===== src/rtl/pic_control_core.sv =====
// pic_control_core: single-mode 8259-style interrupt controller core (IRR/ISR/IMR, priority, ICW/OCW decode, INTA_ vector)
// Ports: CLK/RESET (async, active-high); WR_ENABLE/RD_ENABLE/A0/DATA_IN from the read/write logic;
//  DATA_OUT/DATA_OE read data or vector byte with bus enable; IR request lines; INTA_ active-low acknowledge;
//  INT request to CPU; INTA_COUNT acknowledge pulses seen; AEOI/LEVEL current modes.
module pic_control_core #(
  parameter int NUM_IR       = 8,
  parameter int SPURIOUS_IDX = 7
) (
  input  logic              CLK,
  input  logic              RESET,
  input  logic              WR_ENABLE,
  input  logic              RD_ENABLE,
  input  logic              A0,
  input  logic [7:0]        DATA_IN,
  output logic [7:0]        DATA_OUT,
  output logic              DATA_OE,
  input  logic [NUM_IR-1:0] IR,
  input  logic              INTA_,
  output logic              INT,
  output logic [1:0]        INTA_COUNT,
  output logic              AEOI,
  output logic              LEVEL
);
  typedef enum logic [2:0] {ICW1_WAIT, ICW2, ICW3, ICW4, READY} init_t;
  typedef enum logic [1:0] {IDLE, ACK1, ACK2} inta_t;
  init_t init_q, init_d;
  inta_t inta_st_q, inta_st_d;
  logic [7:0] imr_q, imr_d, irr_q, irr_d, isr_q, isr_d, ir_q, ir_ext;
  logic [4:0] base_q, base_d;
  logic [2:0] lp_q, lp_d, idx_q, idx_d, eoi_lvl;
  logic       aeoi_q, aeoi_d, level_q, level_d, sngl_q, sngl_d, ic4_q, ic4_d;
  logic       ris_q, ris_d, rot_q, rot_d, spur_q, spur_d, int_q, int_d, inta_q;
  logic [6:0] req_p, isr_p;
  logic       fall, rise, icw1, ready, ocw2, ocw3, rd_act, vec_oe;
  // {found, rank, level}: rank 0 is level lp+1, the highest priority
  function automatic logic [6:0] prio(input logic [7:0] v, input logic [2:0] lp);
    logic [6:0] r;
    logic [2:0] l;
    r = '0;
    for (int k = 7; k >= 0; k--) begin
      l = lp + 3'(k + 1);
      if (v[l]) r = {1'b1, 3'(k), l};
    end
    return r;
  endfunction
  // lines NUM_IR..7 read as zero, so they can never request
  assign ir_ext = 8'(IR);
  assign req_p  = prio(irr_q & ~imr_q, lp_q);
  assign isr_p  = prio(isr_q, lp_q);
  assign fall   = inta_q & ~INTA_;
  assign rise   = ~inta_q & INTA_;
  assign icw1   = WR_ENABLE & ~A0 & DATA_IN[4];
  assign ready  = init_q == READY;
  assign ocw2   = ready & WR_ENABLE & ~A0 & ~DATA_IN[4] & ~DATA_IN[3];
  assign ocw3   = ready & WR_ENABLE & ~A0 & ~DATA_IN[4] & DATA_IN[3];
  always_comb begin
    init_d    = init_q;
    inta_st_d = inta_st_q;
    imr_d     = imr_q;
    isr_d     = isr_q;
    base_d    = base_q;
    lp_d      = lp_q;
    idx_d     = idx_q;
    aeoi_d    = aeoi_q;
    level_d   = level_q;
    sngl_d    = sngl_q;
    ic4_d     = ic4_q;
    ris_d     = ris_q;
    rot_d     = rot_q;
    spur_d    = spur_q;
    eoi_lvl   = DATA_IN[6] ? DATA_IN[2:0] : isr_p[2:0];
    // edge mode: set on a registered 0->1, drop whenever the pin is low
    irr_d     = level_q ? ir_ext : (irr_q | ~ir_q) & ir_ext;
    if (WR_ENABLE && A0) begin
      if (init_q == ICW2) begin
        base_d = DATA_IN[7:3];
        init_d = !sngl_q ? ICW3 : ic4_q ? ICW4 : READY;
      end
      if (init_q == ICW3) init_d = ic4_q ? ICW4 : READY;
      if (init_q == ICW4) begin
        aeoi_d = DATA_IN[1];
        init_d = READY;
      end
      if (ready) imr_d = DATA_IN;
    end
    if (ocw3 && DATA_IN[1]) ris_d = DATA_IN[0];
    // EOI is applied to the pre-edge ISR; a same-cycle acknowledge then sets its bit below
    if (ocw2) begin
      rot_d = DATA_IN[7];
      if (DATA_IN[5] && (DATA_IN[6] || isr_p[6])) begin
        isr_d[eoi_lvl] = 1'b0;
        if (DATA_IN[7]) lp_d = eoi_lvl;
      end else if (DATA_IN[7:5] == 3'b110) lp_d = DATA_IN[2:0];
    end
    if (inta_st_q == IDLE && fall) begin
      inta_st_d = ACK1;
      spur_d    = ~req_p[6];
      idx_d     = req_p[6] ? req_p[2:0] : 3'(SPURIOUS_IDX);
      if (req_p[6]) begin
        isr_d[req_p[2:0]] = 1'b1;
        if (!level_q) irr_d[req_p[2:0]] = 1'b0;
      end
    end
    if (inta_st_q == ACK1 && fall) inta_st_d = ACK2;
    if (inta_st_q == ACK2 && rise) begin
      inta_st_d = IDLE;
      if (aeoi_q && !spur_q) begin
        isr_d[idx_q] = 1'b0;
        if (rot_q) lp_d = idx_q;
      end
    end
    if (icw1) begin
      init_d    = ICW2;
      inta_st_d = IDLE;
      imr_d     = '0;
      isr_d     = '0;
      irr_d     = '0;
      lp_d      = 3'd7;
      aeoi_d    = 1'b0;
      level_d   = DATA_IN[3];
      sngl_d    = DATA_IN[1];
      ic4_d     = DATA_IN[0];
    end
    int_d = ready & (inta_st_q == IDLE) & ~fall & ~icw1 & req_p[6] & (~isr_p[6] | (req_p[5:3] < isr_p[5:3]));
  end
  always_ff @(posedge CLK or posedge RESET) begin
    if (RESET) begin
      init_q    <= ICW1_WAIT;
      inta_st_q <= IDLE;
      imr_q     <= 8'hFF;
      irr_q     <= '0;
      isr_q     <= '0;
      ir_q      <= '0;
      base_q    <= '0;
      lp_q      <= 3'd7;
      idx_q     <= '0;
      aeoi_q    <= 1'b0;
      level_q   <= 1'b0;
      sngl_q    <= 1'b0;
      ic4_q     <= 1'b0;
      ris_q     <= 1'b0;
      rot_q     <= 1'b0;
      spur_q    <= 1'b0;
      int_q     <= 1'b0;
      inta_q    <= 1'b1;
    end else begin
      init_q    <= init_d;
      inta_st_q <= inta_st_d;
      imr_q     <= imr_d;
      irr_q     <= irr_d;
      isr_q     <= isr_d;
      ir_q      <= ir_ext;
      base_q    <= base_d;
      lp_q      <= lp_d;
      idx_q     <= idx_d;
      aeoi_q    <= aeoi_d;
      level_q   <= level_d;
      sngl_q    <= sngl_d;
      ic4_q     <= ic4_d;
      ris_q     <= ris_d;
      rot_q     <= rot_d;
      spur_q    <= spur_d;
      int_q     <= int_d;
      inta_q    <= INTA_;
    end
  end
  assign rd_act     = RD_ENABLE & (inta_st_q == IDLE);
  assign vec_oe     = (inta_st_q == ACK2) & ~INTA_;
  assign DATA_OE    = vec_oe | rd_act;
  assign DATA_OUT   = vec_oe ? {base_q, idx_q} : rd_act ? (A0 ? imr_q : ris_q ? isr_q : irr_q) : 8'h00;
  assign INT        = int_q;
  assign INTA_COUNT = inta_st_q == ACK1 ? 2'd1 : inta_st_q == ACK2 ? 2'd2 : 2'd0;
  assign AEOI       = aeoi_q;
  assign LEVEL      = level_q;
endmodule


===== config.mk =====
export PLATFORM = sky130hd
export DESIGN_NAME = pic_control_core
export DESIGN_NICKNAME = d
export VERILOG_FILES = /design/src/rtl/pic_control_core.sv
export SDC_FILE = /design/constraint.sdc
export NUM_CORES = 1
export LEC_CHECK = 0
export CAP_MARGIN = 20
export CORE_MARGIN = 5
export CORE_UTILIZATION = 40
export CTS_CLUSTER_DIAMETER = 40
export DETAILED_ROUTE_END_ITERATION = 12
export PLACE_DENSITY_LB_ADDON = 0.15
export SETUP_SLACK_MARGIN = 0.2
export SYNTH_ARGS = -nofsm -noshare
export SYNTH_HDL_FRONTEND = slang
export SYNTH_SLANG_ARGS = --single-unit

===== constraint.sdc =====
create_clock -name CLK -period 4.2 [get_ports CLK]
set_input_delay 0.84 -clock CLK [delete_from_list [all_inputs] [get_ports CLK]]
set_output_delay 0.84 -clock CLK [all_outputs]
set_load 0.05 [all_outputs]

After elaboration in Yosys (flattened, before gate mapping)
Cells that the tools add are included.

Register bits after elaboration: 57. Latch bits: 0. RAM bits: 0. ROM bits: 0. Memories: 0.

$add $sub $neg: 7. Multiply operators: 0. Divide/modulo/power cells: 0. Magnitude comparators: 15. Equality and inequality tests: 7. Shifts and indexed selects: 0. Muxes and demuxes: 99. Bitwise logic cells: 39. Reduce and logical (&&, ||, !) cells: 22.

Operators by type and width (count): $mux W8 (19); $mux W7 (16); $mux W3 (17); $bmux W1 S3 (16); $lt A3 B4 Y1 const B (11); $and A8 B8 Y8 (5); $not A8 Y8 (5); $mux W1 (22); $and A1 B1 Y1 (16); $or A8 B8 Y8 (2); $add A3 B3 Y3 const B (4); $mux W2 (6); $logic_and A1 B1 Y1 (10); $demux W1 S3 (3); $ge A3 B1 Y1 const B (3); $not A1 Y1 (9); $reduce_and A2 Y1 (4); $reduce_bool A4 Y1 (2); $add A3 B2 Y3 const B (2); $eq A3 B2 Y1 const B (2); $eq A3 B3 Y1 const B (2); $reduce_bool A2 Y1 (3); $add A3 B1 Y3 const B (1); $eq A3 B1 Y1 const B (1); other kinds (7) (8).

Logic depth before layout (Yosys ltp)
Word-level depth: 26. Gate-level depth with buffers: 15. Gate-level depth less buffers: 12.

Worst setup path after synthesis
OpenSTA, ideal clock, no wires.

Path kind: register to register. Start: reg lp_q[0]. End: reg irr_q[5]. Arrival: 3396 ps. Required time: 4059 ps. Setup slack: 663 ps. Cell stages (with the launch flop): 13. Buffers on the path: 4. Path through: dfstp_2 buf_6 inv_8 buf_2 ha_1 buf_2 buf_1 mux4_1 a2111oi_0 a221oi_2 o221ai_2 nor3b_1 a31oi_1.

Cells in the longest elaborated chain, start to end: 20.

RTL lines: start, declared (RTL line 30) `logic [2:0] lp_q, lp_d, idx_q, idx_d, eoi_lvl;`; start signal, assigned (RTL line 154) `lp_q <= lp_d;`; $add A3 B3 Y3 or $bmux W1 S3 (tied branches) (RTL line 41, 42); $bmux W1 S3 or $mux W1 (tied branches) (RTL line 42) `if (v[l]) r = {1'b1, 3'(k), l};`; $mux W1 (not written as such) or $mux W7 (tied branches) (RTL line 42); $mux W7 (6 in series) (RTL line 42); $mux W7 (*) (RTL line 42); $lt A3 B4 Y1 (not written as such) or $ge A3 B1 Y1 (tied branches) (RTL line 101) `if (!level_q) irr_d[req_p[2:0]] = 1'b0;`; $logic_and A1 B1 Y1 (not written as such) (RTL line 101); $mux W1 (not written as such) (RTL line 101); $demux W1 S3 (RTL line 101); $not A8 Y8 (no source line); $and A8 B8 Y8 (no source line); $mux W8 (RTL line 101); $mux W8 (*) (RTL line 99) `if (req_p[6]) begin`; $mux W8 (*) (RTL line 95) `if (inta_st_q == IDLE && fall) begin`; $mux W8 (*) (RTL line 112) `if (icw1) begin`; via irr_d[5] (RTL line 28) `logic [7:0] imr_q, imr_d, irr_q, irr_d, isr_q, isr_d, ir_q, ir_ext;`; end signal, assigned (RTL line 150) `irr_q <= irr_d;`; end, declared (RTL line 28).

Mark *: on every way through the listed nets, which the timed path passes. The rest lies on a longest branch. The select of a mux whose other input is x is not followed. A chain may end at the register's enable or synchronous reset.

Worst setup path after layout
Start: in INTA_. End: out DATA_OUT[0].

Cells in the longest elaborated chain, start to end: 3.

RTL lines: start, declared (RTL line 18) `input logic INTA_,`; $not A1 Y1 (RTL line 168) `assign vec_oe = (inta_st_q == ACK2) & ~INTA_;`; $and A1 B1 Y1 (RTL line 168); $mux W8 (RTL line 170) `assign DATA_OUT = vec_oe ? {base_q, idx_q} : rd_act ? (A0 ? imr_q : ris_q ? isr_q : irr_q) : 8'h00;`; end, declared (RTL line 15) `output logic [7:0] DATA_OUT,`.

Every way passes these cells.

==> metrics.csv <==
stage,metric,value,unit
floorplan,core area,0.0132,mm2
power,maximum vdd drop,0.382,mV
logic_synthesis,post-synthesis average cell area,9.26,um2
floorplan,Die X,126,um
timing,RSZ-0062 raised after global routing,false,
worst_setup_path,RR Endpoint,irr_q[6],
detailed_routing,number of DRC markers in iteration 0,384,
hold_path,hold depth,1,
worst_setup_path,Worst Path Max Fanout,9,
global_routing,vias in the first global route,4673,
timing,Slew @ Worst Pin,0.918,ns
cts,postcts setup bufs,0,
place,post-DP HPWL,12.5,mm
logic_synthesis,warnings from Yosys,0,
place,Inst Count DP,769,
cts,Clock Latency Late Sink,0.33,ns
timing,final period utilization,0.882,
logic_synthesis,post-synth top area cell,dfrtp_1,
cts,Hold Buf Count CTS,0,
cts,H-tree levels,3,
layout,# diodes,0,
layout,Area Growth Syn to Fin,15.1,%
worst_setup_path,nature of the critical path endpoint,output pin,
cts,CTS tree,yes,
detailed_routing,DRT antenna net count,0,
power,PwrDens,782,mW/mm2
global_routing,first-pass GRT wire length,26.3,mm
cts,CTS Sinks,57,
global_routing,largest net degree at the start of global routing,43,
power,LEAKAGE,0.00237,uW
detailed_routing,DR pass1 iterations,5,
place,Port Buffer Count,35,
worst_setup_path,critical path arrival,2.87,ns
worst_setup_path,CP max stage cell,clkdlybuf4s50_1,
floorplan,Initial Util,0.407,
timing,achievable frequency,270,MHz
power,Logic pwr share,0.644,
logic_synthesis,Post-Synthesis Cell Area,0.00537,mm2
cts,cts bufs inserted,9,
power,Pint,2490,uW
hold_path,Hold Crit Class,reg2reg,
worst_setup_path,cells on worst reg2reg path,10,
worst_setup_path,CP peak stage delay,0.80,ns
timing,final worst path period need,3.71,ns
floorplan,Site Rows,42,
power,sw power,2340,uW
worst_setup_path,RR Startpoint,lp_q[0],
power,clock power share,0.148,
global_routing,met3 Use GR,0.0288,
worst_setup_path,CP required,3.36,ns
run,number of max-cap violations,0,
detailed_routing,drt drc,0,
detailed_routing,routed wire length,16.5,mm
hold_path,hold path startpoint,rot_q,
layout,share of cells above drive strength 1,0.186,
hold_path,hold endpoint,lp_q[2],
floorplan,Die Y,126,um
power,Seq pwr share,0.207,
logic_synthesis,instance count of the mapped netlist,580,
logic_synthesis,most frequent cells after synthesis,"73 x nand2_1, 45 x dfrtp_1, 41 x nor2_1",
timing,worst hold margin,0.483,ns
worst_setup_path,Crit Path Class,in2out,
logic_synthesis,ys flop type,dfrtp_1,
logic_synthesis,Synthesized Nets,606,
layout,nets,630,
worst_setup_path,startpoint types,input pin,
logic_synthesis,area share of the largest cell type after synthesis,0.210,
cts,clock-pin slew on the worst setup and hold paths,0.05,ns
worst_setup_path,CP most frequent cell,clkdlybuf4s50_1,
global_routing,initial antenna violation count,0,
detailed_routing,vias,4800,
timing,setup tns final,0,ns
global_routing,M2 GR Usage,0.333,
global_routing,total gr overflow,0,
logic_synthesis,Synth cell types,92,
worst_setup_path,"Critical Path, Cell by Cell",clkdlybuf4s50_1 -> nor2b_1 -> a22o_1 -> clkdlybuf4s50_1,
global_routing,layer with the highest usage,met2,
timing,clock skew,0.00722,ns
logic_synthesis,top post-synthesis cells by area,"dfrtp_1 21%, mux4_2 9.6%, mux2i_1 6.5%, dfstp_2 5.9%, nand2_1 5.1%",
timing,Final Hold Viols,0,
place,Final GP Congestion,0.886,
cts,post-cts sizing count,0,
detailed_routing,routed len/inst,21.1,um
power,switch share,0.485,
logic_synthesis,Post-synth EDFFs,0,
timing,final setup violation count,0,
timing,slew margin rel.,0.387,
run_status,status,finished clean,
global_routing,GR Util met1,0.292,
layout,Post-Layout Cell Count,785,
floorplan,die area,0.0158,mm2
timing,Final Max Tran Viols,0,
detailed_routing,vias per inst,6.11,
logic_synthesis,post-synthesis register bit count,57,
logic_synthesis,most frequent cell after synthesis,nand2_1,
floorplan,io pins,36,
cts,CTS max path bufs,2,
global_routing,Tot GR Track Use,0.207,
logic_synthesis,Async SR Flop Fraction,1.00,
cts,Root Driver,clkbuf_16,
worst_setup_path,r2r setup slk,0.69,ns
logic_synthesis,"Seq/Total Area, Yosys",0.268,
[worst max-delay path: cells and delay by family]
kind | cells | cell delay, ns
buffers and inverters | 2 | 1.27
AND/OR/NAND/NOR | 1 | 0.50
AO/OA/AOI/OAI | 1 | 0.24
[registers in the layout, indices dropped and copies added (netlist names), 3 cells and up]
name / flops
imr_q: 8
idx_q: 3
ir_q: 8
init_q: 3
isr_q: 8
irr_q: 8
lp_q: 3
base_q: 5
[per-layer routing]
metal | share of wire | up-vias
met3 | 0.052 | 20
met4 | 0.020 | 0
met5 | 0 | -
met1 | 0.45 | 2366
met2 | 0.47 | 162
li1 | - | 2252
[cell type report]
type / count / area (um2)
repair buffers: 51 / 483
fillers: 1280 / 7010
well taps: 176 / 220
clock inverters: 3 / 40.0
multi-input cells: 469 / 3680
flip-flops and latches: 57 / 1440
clock buffers: 13 / 250
inverters: 16 / 67.6
[how the worst max path moves through the flow]
stage                   to  slack (ns)  startpoint  cells after the start
4_1_cts        DATA_OUT[0]        0.48       INTA_                      4
3_5_place_dp   DATA_OUT[4]        0.49       INTA_                      4
5_1_grt        DATA_OUT[7]        0.36       INTA_                      4
2_1_floorplan     irr_q[5]        0.66     lp_q[0]                     12
6_report       DATA_OUT[0]        0.49       INTA_                      4
3_3_place_gp   DATA_OUT[5]        0.54       INTA_                      4
[power groups by stage]
stage	clock network [uW]	registers, uW	logic (uW)
floorplan	0	853	2380
global placement	0	1000	3050
detailed placement	0	1000	3070
CTS	732	996	3080
global route	764	1030	3350
finish	717	1000	3120
[stage by stage]
stage          utilization  total power [uW]  setup slack [ns]  instance area, um2
6_report             0.469              4840             0.494                6180
5_1_grt              0.469              5140             0.358                6180
4_1_cts              0.469              4810             0.481                6180
3_5_place_dp         0.447              4070             0.492                5890
3_3_place_gp         0.447              4050             0.544                5890
2_1_floorplan            -              3240             0.663                5370
[cells in the final DEF, fill, tap and decap left out, types with 7 or more instances in the layout]
master           synthesis  routed
nand2_1                 73      73
dfrtp_1                 45      45
nor2_1                  41      41
mux2i_1                 35      35
clkdlybuf4s50_1          0      35
a21oi_1                 31      31
o21ai_0                 28      28
nand3_1                 23      23
mux4_2                  23      23
nand2b_1                17      17
nor2b_1                 17      17
buf_4                    1      15
mux2_2                  14      14
inv_1                   13      12
dfstp_2                 12      12
clkbuf_16                0       9
nor3_1                   8       8
o211ai_1                 8       8
a22o_1                   8       8
a31oi_1                  7       7
and2_1                   7       7
[cell families (layout without fill, tap and decap cells)]
logic type | count (synthesis) | count (layout) | synth area share
adders and majority gates | 4 | 4 | 0.00932
DFF | 57 | 57 | 0.268
buffers and inverters | 54 | 83 | 0.0468
and+or+nand+nor | 219 | 219 | 0.205
muxes | 81 | 81 | 0.229
xor gates and xnor gates | 5 | 5 | 0.0158
AOI/OAI and AO/OA | 160 | 160 | 0.226
Power figures use the tool's default switching activity.
==> RTL edit (config.mk and constraints unchanged) <==
Register the outputs `DATA_OUT`, `DATA_OE` and `INTA_COUNT`, with the module's reset; this adds one clock of latency there. The other outputs are not delayed to match.
--- a/src/rtl/pic_control_core.sv
+++ b/src/rtl/pic_control_core.sv
@@ -166,10 +166,18 @@
   end
   assign rd_act     = RD_ENABLE & (inta_st_q == IDLE);
   assign vec_oe     = (inta_st_q == ACK2) & ~INTA_;
-  assign DATA_OE    = vec_oe | rd_act;
-  assign DATA_OUT   = vec_oe ? {base_q, idx_q} : rd_act ? (A0 ? imr_q : ris_q ? isr_q : irr_q) : 8'h00;
   assign INT        = int_q;
-  assign INTA_COUNT = inta_st_q == ACK1 ? 2'd1 : inta_st_q == ACK2 ? 2'd2 : 2'd0;
+  always_ff @(posedge CLK or posedge RESET) begin
+    if (RESET) begin
+      DATA_OUT   <= '0;
+      DATA_OE    <= '0;
+      INTA_COUNT <= '0;
+    end else begin
+      DATA_OUT   <= vec_oe ? {base_q, idx_q} : rd_act ? (A0 ? imr_q : ris_q ? isr_q : irr_q) : 8'h00;
+      DATA_OE    <= vec_oe | rd_act;
+      INTA_COUNT <= inta_st_q == ACK1 ? 2'd1 : inta_st_q == ACK2 ? 2'd2 : 2'd0;
+    end
+  end
   assign AEOI       = aeoi_q;
   assign LEVEL      = level_q;
 endmodule
Behaviour: not the same (Yosys sat finds a counterexample within 4 cycles, from zero or initial values and one cycle with RESET high).
==> RTL edit against the original RTL <==
Sequential cell count grew 11; first-iteration DRC count grew 30%; power shrank 2.8%; area after synthesis grew 0.30%; global-route usage grew 0.88 points; hold slack gained 0.0047 ns; clock power grew 6.3%; design area grew 1.8%; combinational power shrank 11%; sequential power grew 16%; routed wire length grew 1.8%; worst setup slack lost 0.044 ns; critical path type is now register to register; critical endpoint is now irr_q[1]; largest cell class unchanged; highest routed layer unchanged.
==> RTL edit: results (changes against the original RTL) <==
[logic_synthesis]
synth.area.top_cells=dfrtp_1, mux4_2, dfstp_2, mux2i_1, nand2_1  ; was dfrtp_1, mux4_2, mux2i_1, dfstp_2, nand2_1
synth_mux_area_share_pct=21.2  ; was 22.9%
yosysMostFrequentCell=nand2_1  ; unchanged
yosys.area_share.adder_pct=0.929  ; was 0.932%
yosysUniqueCellTypes=77  ; was 92
synth_common_cells=nand2_1, dfrtp_1, o21ai_0  ; was nand2_1, dfrtp_1, nor2_1
seq_area_frac_synth_pct=31.9  ; was 26.8%
synth-async-reset-ratio_pct=100  ; unchanged
synth_xor_area_share_pct=1.23  ; was 1.58%
syn-num-nets=595  ; was 606
yosys_warnings=0  ; unchanged
synth_compound_area_share_pct=22.7  ; was 22.6%

[final_layout]
fillers=1264  ; was 1280
nNetsFinal=625  ; was 630
diodes=0  ; unchanged
drive_gt1_share_pct=19.4  ; was 18.6%

[placement]
io_buffers=35  ; unchanged
dp_slack_ns=0.425  ; was 0.492 ns
gp_congestion=0.943  ; was 0.886
dp_hpwl_mm=12.4  ; was 12.5 mm

[clock_tree]
clockRootBuffer=clkbuf_16  ; unchanged
htree_num_levels=3  ; unchanged
clk_latency_ns=0.33  ; about the same
ctsLongestPathBuffers=2  ; unchanged
cts_buffers=9  ; unchanged
path_clk_slew_ns=0.06

[setup_path]
worstPathMaxFanout=17  ; was 9
start_kind=register  ; was primary input
worstPathArrival_ns=4.02  ; was 2.87 ns

[pwr]
vdd_drop_max_v=0.000280  ; was 0.000382 V
p_leak_nw=2.53  ; was 2.37 nW
p_sw_share_pct=46.5  ; was 48.5%

[routing]
first_iter_violations=499  ; was 384
drt-total-wl_mm=16.8  ; was 16.5 mm
dr.pass1.iters=5  ; unchanged
drcViolationCount=0  ; unchanged
num_vias=4877  ; was 4800

[sta]
worstMarginPinSlew_ns=0.907  ; was 0.918 ns
final.setup_skew_ns=0.00479  ; was 0.00722 ns
hold_violations=0  ; unchanged

[global_route]
track_usage_pct=21.6  ; was 20.7%
grt_pass1_wl_mm=27.4  ; was 26.3 mm
antenna_found_initial=0  ; unchanged
grt_max_degree=51  ; was 43

[worst_hold_path]
hold_path_class=register to register  ; unchanged

[status]
status=completed  ; unchanged

[RTL edit: cell types whose count changed in the layout (fill, tap and decap cells not counted), sizes merged, moves of 6 or more]
cell,before,now
o211a,2,8
dfrtp,45,56
nor2,41,24
mux2i,38,32
a21oi,33,26
o21ai,32,54
buf,16,23
nand2b,17,9
[RTL edit: through the flow]
stage	area (µm²)	utilization [%]	std cells
floorplan	5390	-	569
global placement	5940	44.9	762
detailed placement	5940	44.9	762
CTS	6240	47.1	778
global route	6290	47.5	780
finish	6290	47.5	780
[RTL edit: repair_timing]
| action | CTS | global route |
|---|---|---|
| setup endpoints to repair | 0 | 11 |
| resized for setup | 0 | 4 |
| buffers inserted | 0 | 1 |
[RTL edit: kinds of logic after synthesis]
kind of cell	count (synthesis)
AOI/OAI and AO/OA	173
and+or+nand+nor	184
xor gates and xnor gates	5
buffers and inverters	60
muxes	75
DFF	68
adders and majority gates	4
[RTL edit: layout make-up]
cell class	count	area, µm²	area share, %
timing repair buffer	58	552	8.77
multi-input combinational	441	3420	54.4
clock buffer	10	239	3.80
sequential	68	1720	27.3
inverter	21	78.8	1.25
clock inverter	6	63.8	1.01
tap	176	220	3.50
[RTL edit: worst paths after layout]
kind                           from        end  slack [ns]  cells after the start
min reg2reg                imr_q[0]   imr_q[0]        0.49                      2
min                        imr_q[0]   imr_q[0]        0.49                      2
min in group asynchronous     RESET  init_q[0]        0.73                      2
max                         lp_q[0]   irr_q[1]        0.45                     11
max reg2reg                 lp_q[0]   irr_q[1]        0.45                     11
max in group asynchronous     RESET   imr_q[6]        2.78                      4
[RTL edit: power by group through the flow]
stage / clock (mW) / sequential [mW] / combinational, mW
after floorplan: 0 / 1.12 / 1.98
after global placement: 0 / 1.15 / 2.68
after detailed placement: 0 / 1.16 / 2.70
after CTS: 0.771 / 1.15 / 2.72
after global routing: 0.802 / 1.19 / 3.02
final: 0.762 / 1.16 / 2.78
[RTL edit: worst max-delay path: stages, from the launching register on]
cell      delay (ns)
dfstp_2         0.66
buf_6           0.26
ha_1            0.32
xor2_2          0.28
mux4_2          0.39
mux2_1          0.34
or4b_4          0.57
o21ai_2         0.26
a211oi_4        0.07
buf_12          0.17
a32oi_1         0.21
o211a_1         0.16
[RTL edit: layer usage]
metal | up-vias | GRT usage [%] | share of wire [%]
li1 | 2212 | - | -
met1 | 2442 | 30.1 | 44
met4 | 0 | 6.69 | 2.1
met2 | 191 | 33.3 | 46
met3 | 32 | 5.50 | 7.4
met5 | - | 0 | 0
